[src/rtl/pipe_hazard_ctrl.sv]
// Stall/flush generator for the 5-stage pipeline: load-use, taken-branch squash, data-memory waits.
// Optional stall-cycle counter port enabled by defining HAZARD_PERF_CNT_EN.
module pipe_hazard_ctrl #(
    parameter int TIMEOUT_CYCLES = 255,
    parameter int CNT_W          = 8,
    parameter int PERF_W         = 32
) (
    input  logic              clk_i,
    input  logic              rst_i,
    input  logic [4:0]        id_rs1_i,
    input  logic [4:0]        id_rs2_i,
    input  logic              ex_memread_i,
    input  logic [4:0]        ex_rd_i,
    input  logic              ex_branch_taken_i,
    input  logic              mem_req_i,
    input  logic              mem_ack_i,
    output logic              pc_stall_o,
    output logic              if_id_stall_o,
    output logic              if_id_flush_o,
    output logic              id_ex_stall_o,
    output logic              id_ex_flush_o,
    output logic              ex_mem_stall_o,
    output logic              mem_wb_flush_o,
    output logic              busy_o,
`ifdef HAZARD_PERF_CNT_EN
    output logic              err_o,
    output logic [PERF_W-1:0] perf_stall_cnt_o
`else
    output logic              err_o
`endif
);

    typedef enum logic {ST_RUN, ST_WAIT} state_t;

    localparam logic [CNT_W-1:0] TIMEOUT_VAL = CNT_W'(TIMEOUT_CYCLES);

    state_t           state_reg, state_next;
    logic [CNT_W-1:0] wait_cnt_reg, wait_cnt_next;
    logic             err_reg, err_next;
    logic             mw, lu, mem_stall;

    always_comb begin
        state_next     = state_reg;
        wait_cnt_next  = wait_cnt_reg;
        err_next       = err_reg;
        pc_stall_o     = 1'b0;
        if_id_stall_o  = 1'b0;
        if_id_flush_o  = 1'b0;
        id_ex_stall_o  = 1'b0;
        id_ex_flush_o  = 1'b0;
        ex_mem_stall_o = 1'b0;
        mem_wb_flush_o = 1'b0;

        mw = mem_req_i & ~mem_ack_i;
        lu = ex_memread_i && (ex_rd_i != 5'd0) &&
             ((ex_rd_i == id_rs1_i) || (ex_rd_i == id_rs2_i));
        mem_stall = ((state_reg == ST_RUN) && mw) || ((state_reg == ST_WAIT) && !mem_ack_i);

        // Gating with rst_i keeps every output low for the whole reset window.
        if (rst_i) begin
            if (mem_stall) begin
                pc_stall_o     = 1'b1;
                if_id_stall_o  = 1'b1;
                id_ex_stall_o  = 1'b1;
                ex_mem_stall_o = 1'b1;
                mem_wb_flush_o = 1'b1;
                if (state_reg == ST_RUN) begin
                    state_next    = ST_WAIT;
                    wait_cnt_next = CNT_W'(1);
                end else if (wait_cnt_reg != TIMEOUT_VAL) begin
                    wait_cnt_next = wait_cnt_reg + CNT_W'(1);
                end
                if (wait_cnt_next == TIMEOUT_VAL) begin
                    err_next = 1'b1;
                end
            end else begin
                if (state_reg == ST_WAIT) begin
                    state_next    = ST_RUN;
                    wait_cnt_next = '0;
                end
                if (ex_branch_taken_i) begin
                    if_id_flush_o = 1'b1;
                    id_ex_flush_o = 1'b1;
                end else if (lu) begin
                    pc_stall_o    = 1'b1;
                    if_id_stall_o = 1'b1;
                    id_ex_flush_o = 1'b1;
                end
            end
        end
    end

    always_ff @(posedge clk_i or negedge rst_i) begin
        if (!rst_i) begin
            state_reg    <= ST_RUN;
            wait_cnt_reg <= '0;
            err_reg      <= 1'b0;
        end else begin
            state_reg    <= state_next;
            wait_cnt_reg <= wait_cnt_next;
            err_reg      <= err_next;
        end
    end

    assign busy_o = (state_reg == ST_WAIT);
    assign err_o  = err_reg;

`ifdef HAZARD_PERF_CNT_EN
    logic [PERF_W-1:0] perf_cnt_reg;

    always_ff @(posedge clk_i or negedge rst_i) begin
        if (!rst_i) begin
            perf_cnt_reg <= '0;
        end else if (pc_stall_o) begin
            perf_cnt_reg <= perf_cnt_reg + PERF_W'(1);
        end
    end

    assign perf_stall_cnt_o = perf_cnt_reg;
`endif

endmodule
[config.mk]
export PLATFORM = sky130hd
export DESIGN_NAME = pipe_hazard_ctrl
export DESIGN_NICKNAME = d
export VERILOG_FILES = /design/src/rtl/pipe_hazard_ctrl.sv
export SDC_FILE = /design/constraint.sdc
export NUM_CORES = 1
export LEC_CHECK = 0
export BUFFER_PORTS_ARGS = -buffer_cell sky130_fd_sc_hd__buf_2
export CAP_MARGIN = 20
export CORE_MARGIN = 1.5
export CORE_UTILIZATION = 30
export CTS_BUF_LIST = sky130_fd_sc_hd__clkbuf_4
export DETAILED_ROUTE_END_ITERATION = 8
export MAX_ROUTING_LAYER = met4
export PLACE_DENSITY_LB_ADDON = 0.12
export SLEW_MARGIN = 5
export SYNTH_ARGS = -nofsm -noshare
export SYNTH_HDL_FRONTEND = slang
export SYNTH_SLANG_ARGS = --single-unit
[constraint.sdc]
create_clock -name clk_i -period 2.2 [get_ports clk_i]
set_input_delay 0.33 -clock clk_i [delete_from_list [all_inputs] [get_ports clk_i]]
set_output_delay 0.33 -clock clk_i [all_outputs]
set_load 0.02 [all_outputs]
# ---- After elaboration in Yosys (flattened, before gate mapping)
# Cells that the tools add are included.
dict set report totals {
  input_bits 21
  romBits 0
  mem_bits_rw 0
  latchBits 0
  out_inout_bits 9
  word_cells 40
  regBits 10
  mem_count 0
}
dict set report classes {
  n_mux 18
  n_div 0
  shift 0
  n_bitwise 3
  n_addsub 1
  n_mul 0
  reduce_logical 11
  eq_ne 4
  n_lt_le_gt_ge 0
}
# operator count
set ops {}
lappend ops {{$mux 8} 6}
lappend ops {{$mux 1} 12}
lappend ops {{$eq 5x5->1} 2}
lappend ops {{$add 8x1->8 const B} 1}
lappend ops {{$eq 8x8->1 const B} 1}
lappend ops {{$ne 8x8->1 const B} 1}
lappend ops {{$reduce_bool 5->1} 1}
lappend ops {{$logic_and 1x1->1} 4}
lappend ops {{$reduce_and 3->1} 1}
lappend ops {{$logic_or 1x1->1} 2}
lappend ops {{$not 1->1} 2}
lappend ops {{$reduce_and 2->1} 1}
lappend ops {{$reduce_bool 2->1} 1}
lappend ops {{$and 1x1->1} 1}
lappend ops {{$logic_not 1->1} 1}

# ---- Logic depth before layout (Yosys ltp)
# Gate-level depths: netlist of the first run.
dict set report logic_depth {
  ltp_word 8
  ltp_mapped 6
  ltp_nobuf 5
}

# ---- Least setup slack after synthesis of the first run
# Ideal clock, no wire load.
dict set report synth_path {
  kind {input to output}
  from {input port ex_rd_i[3]}
  to {output port pc_stall_o}
  cell_stages 5
  required_time_ps 1870
  slack_ps -38
  arrival_time_ps 1908
  path_cell_list {xor2_1 nor3_1 a22oi_1 o41ai_1 buf_4}
}
dict set report synth_via {
  elab_chain_len 7
  elab_cells_between_ends 10
  cone_classes {eq/ne: 2; mux: 4; reduce/logical: 4}
}
# element line_no
set synth_lines {}
lappend synth_lines {{from (decl)} 13} ;# input logic [4:0] ex_rd_i,
lappend synth_lines {{$eq 5x5->1 / $reduce_bool 5->1 (equally long branches)} {56, 55}}
lappend synth_lines {{$logic_or 1x1->1 / $logic_and 1x1->1 (equally long branches)} {56, 55}}
lappend synth_lines {{$logic_and 1x1->1 *} 55} ;# lu = ex_memread_i && (ex_rd_i != 5'd0) &&
lappend synth_lines {{$mux 1 * (4 in a row)} -}
lappend synth_lines {{to (decl)} 17} ;# output logic pc_stall_o,
# Every way passes the cells marked *; elsewhere a longest branch is shown, timed or not.

# ---- Worst setup path in the final report of the first run
dict set report layout_path {
  from {register state_reg, in the netlist busy_o}
  to {output port id_ex_stall_o}
}
dict set report layout_via {
  elab_chain_len 5
  elab_cells_between_ends 6
  cone_classes {mux: 2; bitwise: 1; reduce/logical: 3}
}
# element line_no
set layout_lines {}
lappend layout_lines {{from (decl)} 37} ;# state_t state_reg, state_next;
lappend layout_lines {{from (signal assigned)} 99} ;# state_reg <= state_next;
lappend layout_lines {{$not 1->1} -}
lappend layout_lines {{$logic_and 1x1->1} 57} ;# mem_stall = ((state_reg == ST_RUN) && mw) || ((state_reg == ST_WAIT) && !mem_ack_i);
lappend layout_lines {{$logic_or 1x1->1 *} 57}
lappend layout_lines {{$mux 1 *} 61} ;# if (mem_stall) begin
lappend layout_lines {{$mux 1 *} 60} ;# if (rst_i) begin
lappend layout_lines {{to (decl)} 20} ;# output logic id_ex_stall_o,
# Marked as above.

==> flow_metrics.env, run 1 <==
export IMPL_status="complete, no violations"
export IMPL_timing_final_crit_period_ns=1.88
export IMPL_core_um2=2760
export IMPL_drcViolationCount=0
export IMPL_post_dp_hpwl_um=1720
export IMPL_synthFlopType="dfrtp_1"
export IMPL_fin_total_pwr_w=0.000509
export IMPL_powerDensity_nw_per_um2=483
export IMPL_finalSetupTns_ns=0
export IMPL_postCtsSetupRepairBufs=0
export IMPL_r2r_slack_ns=0.36
export IMPL_postCtsHoldBufs=1
export IMPL_yosys_cell_types_count=41
export IMPL_worst_path_max_fanout=9
export IMPL_power_leakage_nw=0.524
export IMPL_nets=154
export IMPL_p_seq_share_pct=44.0
export IMPL_grtUsageTotal_pct=15.1
export IMPL_diodes=0
export IMPL_seqCellArea_um2=250
export IMPL_syn2layout_area_growth_pct=21.8
export IMPL_slew_headroom_pct=80.3
export IMPL_rows=19
export IMPL_final_cells=162
export IMPL_use_met3_pct=4.15
export IMPL_routed_wirelength_um=2200
export IMPL_timing_hold_violations_final=0
export IMPL_die_area_um2=3220
export IMPL_max_freq_mhz=532
export IMPL_initial_core_util_pct=31.4
export IMPL_syn_nets=125
export IMPL_die_y_um=56.7
export IMPL_min_period_over_period_pct=85.4
export IMPL_drive_gt1_share_pct=32.1
export IMPL_maxCapViolCount=0
export IMPL_die_w_um=56.7
export IMPL_use_met1_pct=19.6
export IMPL_grt_busiest_layer="met2"
export IMPL_synth_edf_count=0
export IMPL_ant_nets=0
export IMPL_synth_area_um2=866
export IMPL_synthCells=103
export IMPL_place_congestion=0.788
export IMPL_synthArstFlopShare_pct=100
export IMPL_drv_slew=0
export IMPL_mostFrequentLayoutCells="29 x buf_2, 10 x xor2_1, 10 x a21oi_1, 10 x dfrtp_1"
export IMPL_cp_data_required_time_ns=1.87
export IMPL_grt_remaining_overflow=0
export IMPL_rsz0062_at_grt="no"
export IMPL_setup_viol=0
export IMPL_cp_end_kind="output pin"
export IMPL_place_inst=157
export IMPL_cts_tree="built"
export IMPL_whs_ns=0.111
export IMPL_first_pass_iters=4
export IMPL_cts_htree_levels=1
export IMPL_holdCritPathClass="in -> async"
export IMPL_fillers=302
export IMPL_clockBufferDepth=2
export IMPL_swShare_pct=35.6
export IMPL_vias=889
export IMPL_yosys_register_bits=10
export IMPL_clkTransAtPathRegs_ns=0.08
export IMPL_skew_ns=0.0133
export IMPL_largest_reg_flops=8
export IMPL_cts_root_buf="clkbuf_4"
export IMPL_grtUsageMet2_pct=23.4
export IMPL_multi_input_area_um2=547
export IMPL_syn_avg_cell_area_um2=8.41
export IMPL_power_internal_w=0.000328
export IMPL_yosysWarningCount=0
export IMPL_drt_iter0_drc=18
export IMPL_p_comb_share_pct=29.6
export IMPL_grt_pass1_vias=851
export IMPL_antenna_found_initial=0
export IMPL_start_kind="flip-flop"
export IMPL_grt_max_degree=11
export IMPL_io_pins=30
export IMPL_io_buffers=29
export IMPL_avgViaCountPerCell=5.49
export IMPL_final_common_cell="buf_2"
export IMPL_ir_drop_uv=423
export IMPL_cts_resized=0
export IMPL_clock_latency_ns=0.27
export IMPL_clockPowerShare_pct=26.4
export IMPL_crit_type="reg -> out"
export IMPL_cts_buffers=3
export IMPL_wire_per_inst_um=13.6
export IMPL_worst_slew_pin_slew_ns=0.295
export IMPL_crit_arrival_ns=1.55
export IMPL_numClockSinks=10
export IMPL_p_sw_w=0.000182
export IMPL_synth_seq_area_share_pct=28.9
export IMPL_grt_pass1_wl_um=3740
==> cell families (layout without fill, tap and decap cells) <==
group,after synthesis,count (layout),share of synthesized area [%]
adders and majority gates,1,1,1.44
muxes,1,1,1.16
and+or+nand+nor,32,32,21.1
DFF,10,10,28.9
buffers and inverters,14,42,8.81
xor gates and xnor gates,10,10,10.1
AOI/OAI and AO/OA,35,35,28.5
==> per-stage QoR <==
stage	util, %	setup WS (ns)	cell area (µm²)
2_1_floorplan	-	0.277	873
5_1_grt	38.2	0.176	1050
4_1_cts	38.2	0.286	1050
3_3_place_gp	36.9	0.377	1020
6_report	38.2	0.321	1050
3_5_place_dp	36.9	0.359	1020
==> power groups by stage <==
stage          Sequential (W)  Combinational, W  Clock [W]
2_1_floorplan        0.000215          0.000106          0
3_3_place_gp         0.000227          0.000148          0
3_5_place_dp         0.000227          0.000150          0
4_1_cts              0.000223          0.000153   0.000141
5_1_grt              0.000227          0.000168   0.000150
6_report             0.000224          0.000151   0.000134
==> critical path, cell delays in order (launching register included) <==
cell	delay, ns
dfrtp_1	0.51
o21bai_2	0.17
or2_1	0.27
inv_1	0.15
buf_2	0.19
==> layer usage <==
metal | part of all wire [%] | vias up | wire length, µm
li1 | - | 442 | -
met1 | 47 | 424 | 1040
met3 | 4.0 | 0 | 88
met4 | 0 | 0 | 0
met2 | 49 | 23 | 1070
met5 | 0 | - | 0
==> cells in the mapped netlist (2+ instances only) <==
cell / count / area share [%]
inv_1: 6 / 2.6
nand4_1: 2 / 1.4
a31oi_1: 5 / 3.6
buf_4: 3 / 2.6
nand2_1: 5 / 2.2
dfrtp_1: 10 / 29
nand3_1: 6 / 3.5
nor2_1: 5 / 2.2
o21ai_0: 4 / 2.3
nor3_1: 3 / 1.7
buf_2: 3 / 1.7
o31ai_1: 4 / 3.5
xor2_1: 10 / 10
a21oi_1: 10 / 5.8
==> final timing paths <==
check / start / to / depth (start not counted)
min in group clk_i: mem_ack_i / busy_o / 2
min: rst_i / wait_cnt_reg[3] / 2
min reg2reg: err_o / err_o / 1
max: busy_o / id_ex_stall_o / 4
max in group asynchronous: rst_i / wait_cnt_reg[0] / 2
max reg2reg: wait_cnt_reg[0] / wait_cnt_reg[5] / 5
==> final cells by class <==
| class | instances | share of cell area, % |
|---|---|---|
| repair buffers | 32 | 16.1 |
| clock buffers | 3 | 2.14 |
| well taps | 31 | 3.68 |
| flip-flops and latches | 10 | 23.7 |
| multi-input cells | 79 | 51.8 |
| inverters | 6 | 2.14 |
| clock inverters | 1 | 0.356 |
(Power assumes the default switching activity.)
==> run 2: changes to the inputs <==
--- a/config.mk
+++ b/config.mk
@@ -7,7 +7,6 @@
 export LEC_CHECK = 0
 export BUFFER_PORTS_ARGS = -buffer_cell sky130_fd_sc_hd__buf_2
 export CAP_MARGIN = 20
-export CORE_MARGIN = 1.5
 export CORE_UTILIZATION = 30
 export CTS_BUF_LIST = sky130_fd_sc_hd__clkbuf_4
 export DETAILED_ROUTE_END_ITERATION = 8
==> flow_metrics.env, run 2 (synthesis gave the netlist of run 1 again) <==
export IMPL_rsz0062_at_grt="no"
export IMPL_finalSetupTns_ns=0
export IMPL_status="complete, no violations"
export IMPL_cp_end_kind="output pin"
export IMPL_final_util_pct=38.9
export IMPL_cts_tree="built"
export IMPL_powerDensity_nw_per_um2=491
export IMPL_drt_iter0_drc=28
export IMPL_power_leakage_nw=0.529
export IMPL_power_internal_w=0.000334
export IMPL_drv_slew=0
export IMPL_initial_core_util_pct=31.7
export IMPL_nets=155
export IMPL_final_common_cell="buf_2"
export IMPL_grtUsageTotal_pct=14.7
export IMPL_grt_pass1_vias=788
export IMPL_maxCapViolCount=0
export IMPL_largest_reg_flops=8
export IMPL_ir_drop_uv=228
export IMPL_place_ws_ns=0.357
export IMPL_die_w_um=55.7
export IMPL_vias=906
export IMPL_max_freq_mhz=517
export IMPL_min_period_over_period_pct=87.9
export IMPL_numClockSinks=10
export IMPL_crit_arrival_ns=1.60
export IMPL_io_buffers=29
export IMPL_p_comb_share_pct=32.2
export IMPL_holdCritPathClass="in -> async"
export IMPL_timing_hold_violations_final=0
export IMPL_rows=19
export IMPL_routed_wirelength_um=2180
export IMPL_io_pins=30
export IMPL_seqCellArea_um2=250
export IMPL_place_congestion=0.820
export IMPL_clock_latency_ns=0.28
export IMPL_p_seq_share_pct=41.2
export IMPL_setup_viol=0
export IMPL_grt_max_degree=11
export IMPL_drcViolationCount=0
export IMPL_start_kind="flip-flop"
export IMPL_cts_root_buf="clkbuf_4"
export IMPL_cts_resized=0
export IMPL_clockBufferDepth=2
export IMPL_p_sw_w=0.000188
export IMPL_syn2layout_area_growth_pct=22.7
export IMPL_cts_buffers=3
export IMPL_avgViaCountPerCell=5.56
export IMPL_first_pass_iters=4
export IMPL_multi_input_area_um2=547
export IMPL_post_dp_hpwl_um=1650
export IMPL_cts_htree_levels=1
export IMPL_setup_slack_ns=0.267
export IMPL_die_area_um2=3100
export IMPL_antenna_found_initial=0
export IMPL_clockPowerShare_pct=26.5
export IMPL_fin_total_pwr_w=0.000522
export IMPL_drive_gt1_share_pct=32.6
export IMPL_grt_pass1_wl_um=3550
export IMPL_swShare_pct=35.9
export IMPL_core_um2=2730
export IMPL_slew_headroom_pct=78.0
export IMPL_skew_ns=0.00627
export IMPL_grt_remaining_overflow=0
export IMPL_mostFrequentLayoutCells="29 x buf_2, 10 x xor2_1, 10 x a21oi_1, 10 x dfrtp_1"
export IMPL_clkTransAtPathRegs_ns=0.08
export IMPL_ant_nets=0
export IMPL_wire_per_inst_um=13.3
export IMPL_crit_type="reg -> out"
export IMPL_worst_slew_pin_slew_ns=0.330
export IMPL_die_y_um=55.7
export IMPL_cp_data_required_time_ns=1.87
export IMPL_worst_path_max_fanout=9
export IMPL_timing_final_crit_period_ns=1.93
export IMPL_fillers=275
export IMPL_diodes=0
==> run 2: final timing paths <==
check	start	slack [ns]	cells after the start	to
min reg2reg	err_o	0.48	1	err_o
max	busy_o	0.27	4	ex_mem_stall_o
max in group asynchronous	rst_i	1.49	2	busy_o
max reg2reg	wait_cnt_reg[1]	0.47	5	wait_cnt_reg[5]
min	rst_i	0.13	2	wait_cnt_reg[5]
min in group clk_i	mem_ack_i	0.32	2	busy_o
==> run 2: power by group through the flow <==
stage                     logic, W  clock network [W]  registers [W]
after detailed placement  0.000166                  0       0.000218
final                     0.000168           0.000139       0.000215
after CTS                 0.000168           0.000144       0.000215
after global placement    0.000166                  0       0.000218
after global routing      0.000186           0.000157       0.000217
after floorplan           0.000106                  0       0.000215
==> run 2: worst max-delay path: stages (launching register included) <==
cell,delay (ns)
dfrtp_1,0.54
o21bai_2,0.18
or2_1,0.28
inv_1,0.15
buf_2,0.19
==> run 2: area by class of cell <==
cell class	instances	share of cell area, %
Timing Repair Buffer	33	16.7
Clock buffer	3	2.12
Tap cell	31	3.65
Sequential cell	10	23.6
Clock inverter	1	0.353
Inverter	6	2.12
Multi-Input combinational cell	79	51.5
==> run 2: per-stage QoR <==
stage	std cells	area (µm²)	hold WS [ns]
floorplan	103	873	0.0344
global placement	158	1030	0.193
detailed placement	158	1030	0.194
CTS	163	1060	0.123
global route	163	1060	0.139
finish	163	1060	0.132
==> run 2: what timing repair did <==
action | 4_1_cts | 5_1_grt
buffers inserted | 0 | 0
hold buffers | 1 | 0
endpoints found under the hold margin | 2 | 0
==> run 2: routing by layer <==
metal  global-route usage [%]  vias to the layer above  share of wire (%)
met3                     5.12                        0                5.0
met4                     1.07                        0                  0
li1                         -                      446                  -
met5                        -                        -                  0
met2                     22.9                       26                 48
met1                     19.4                      434                 47
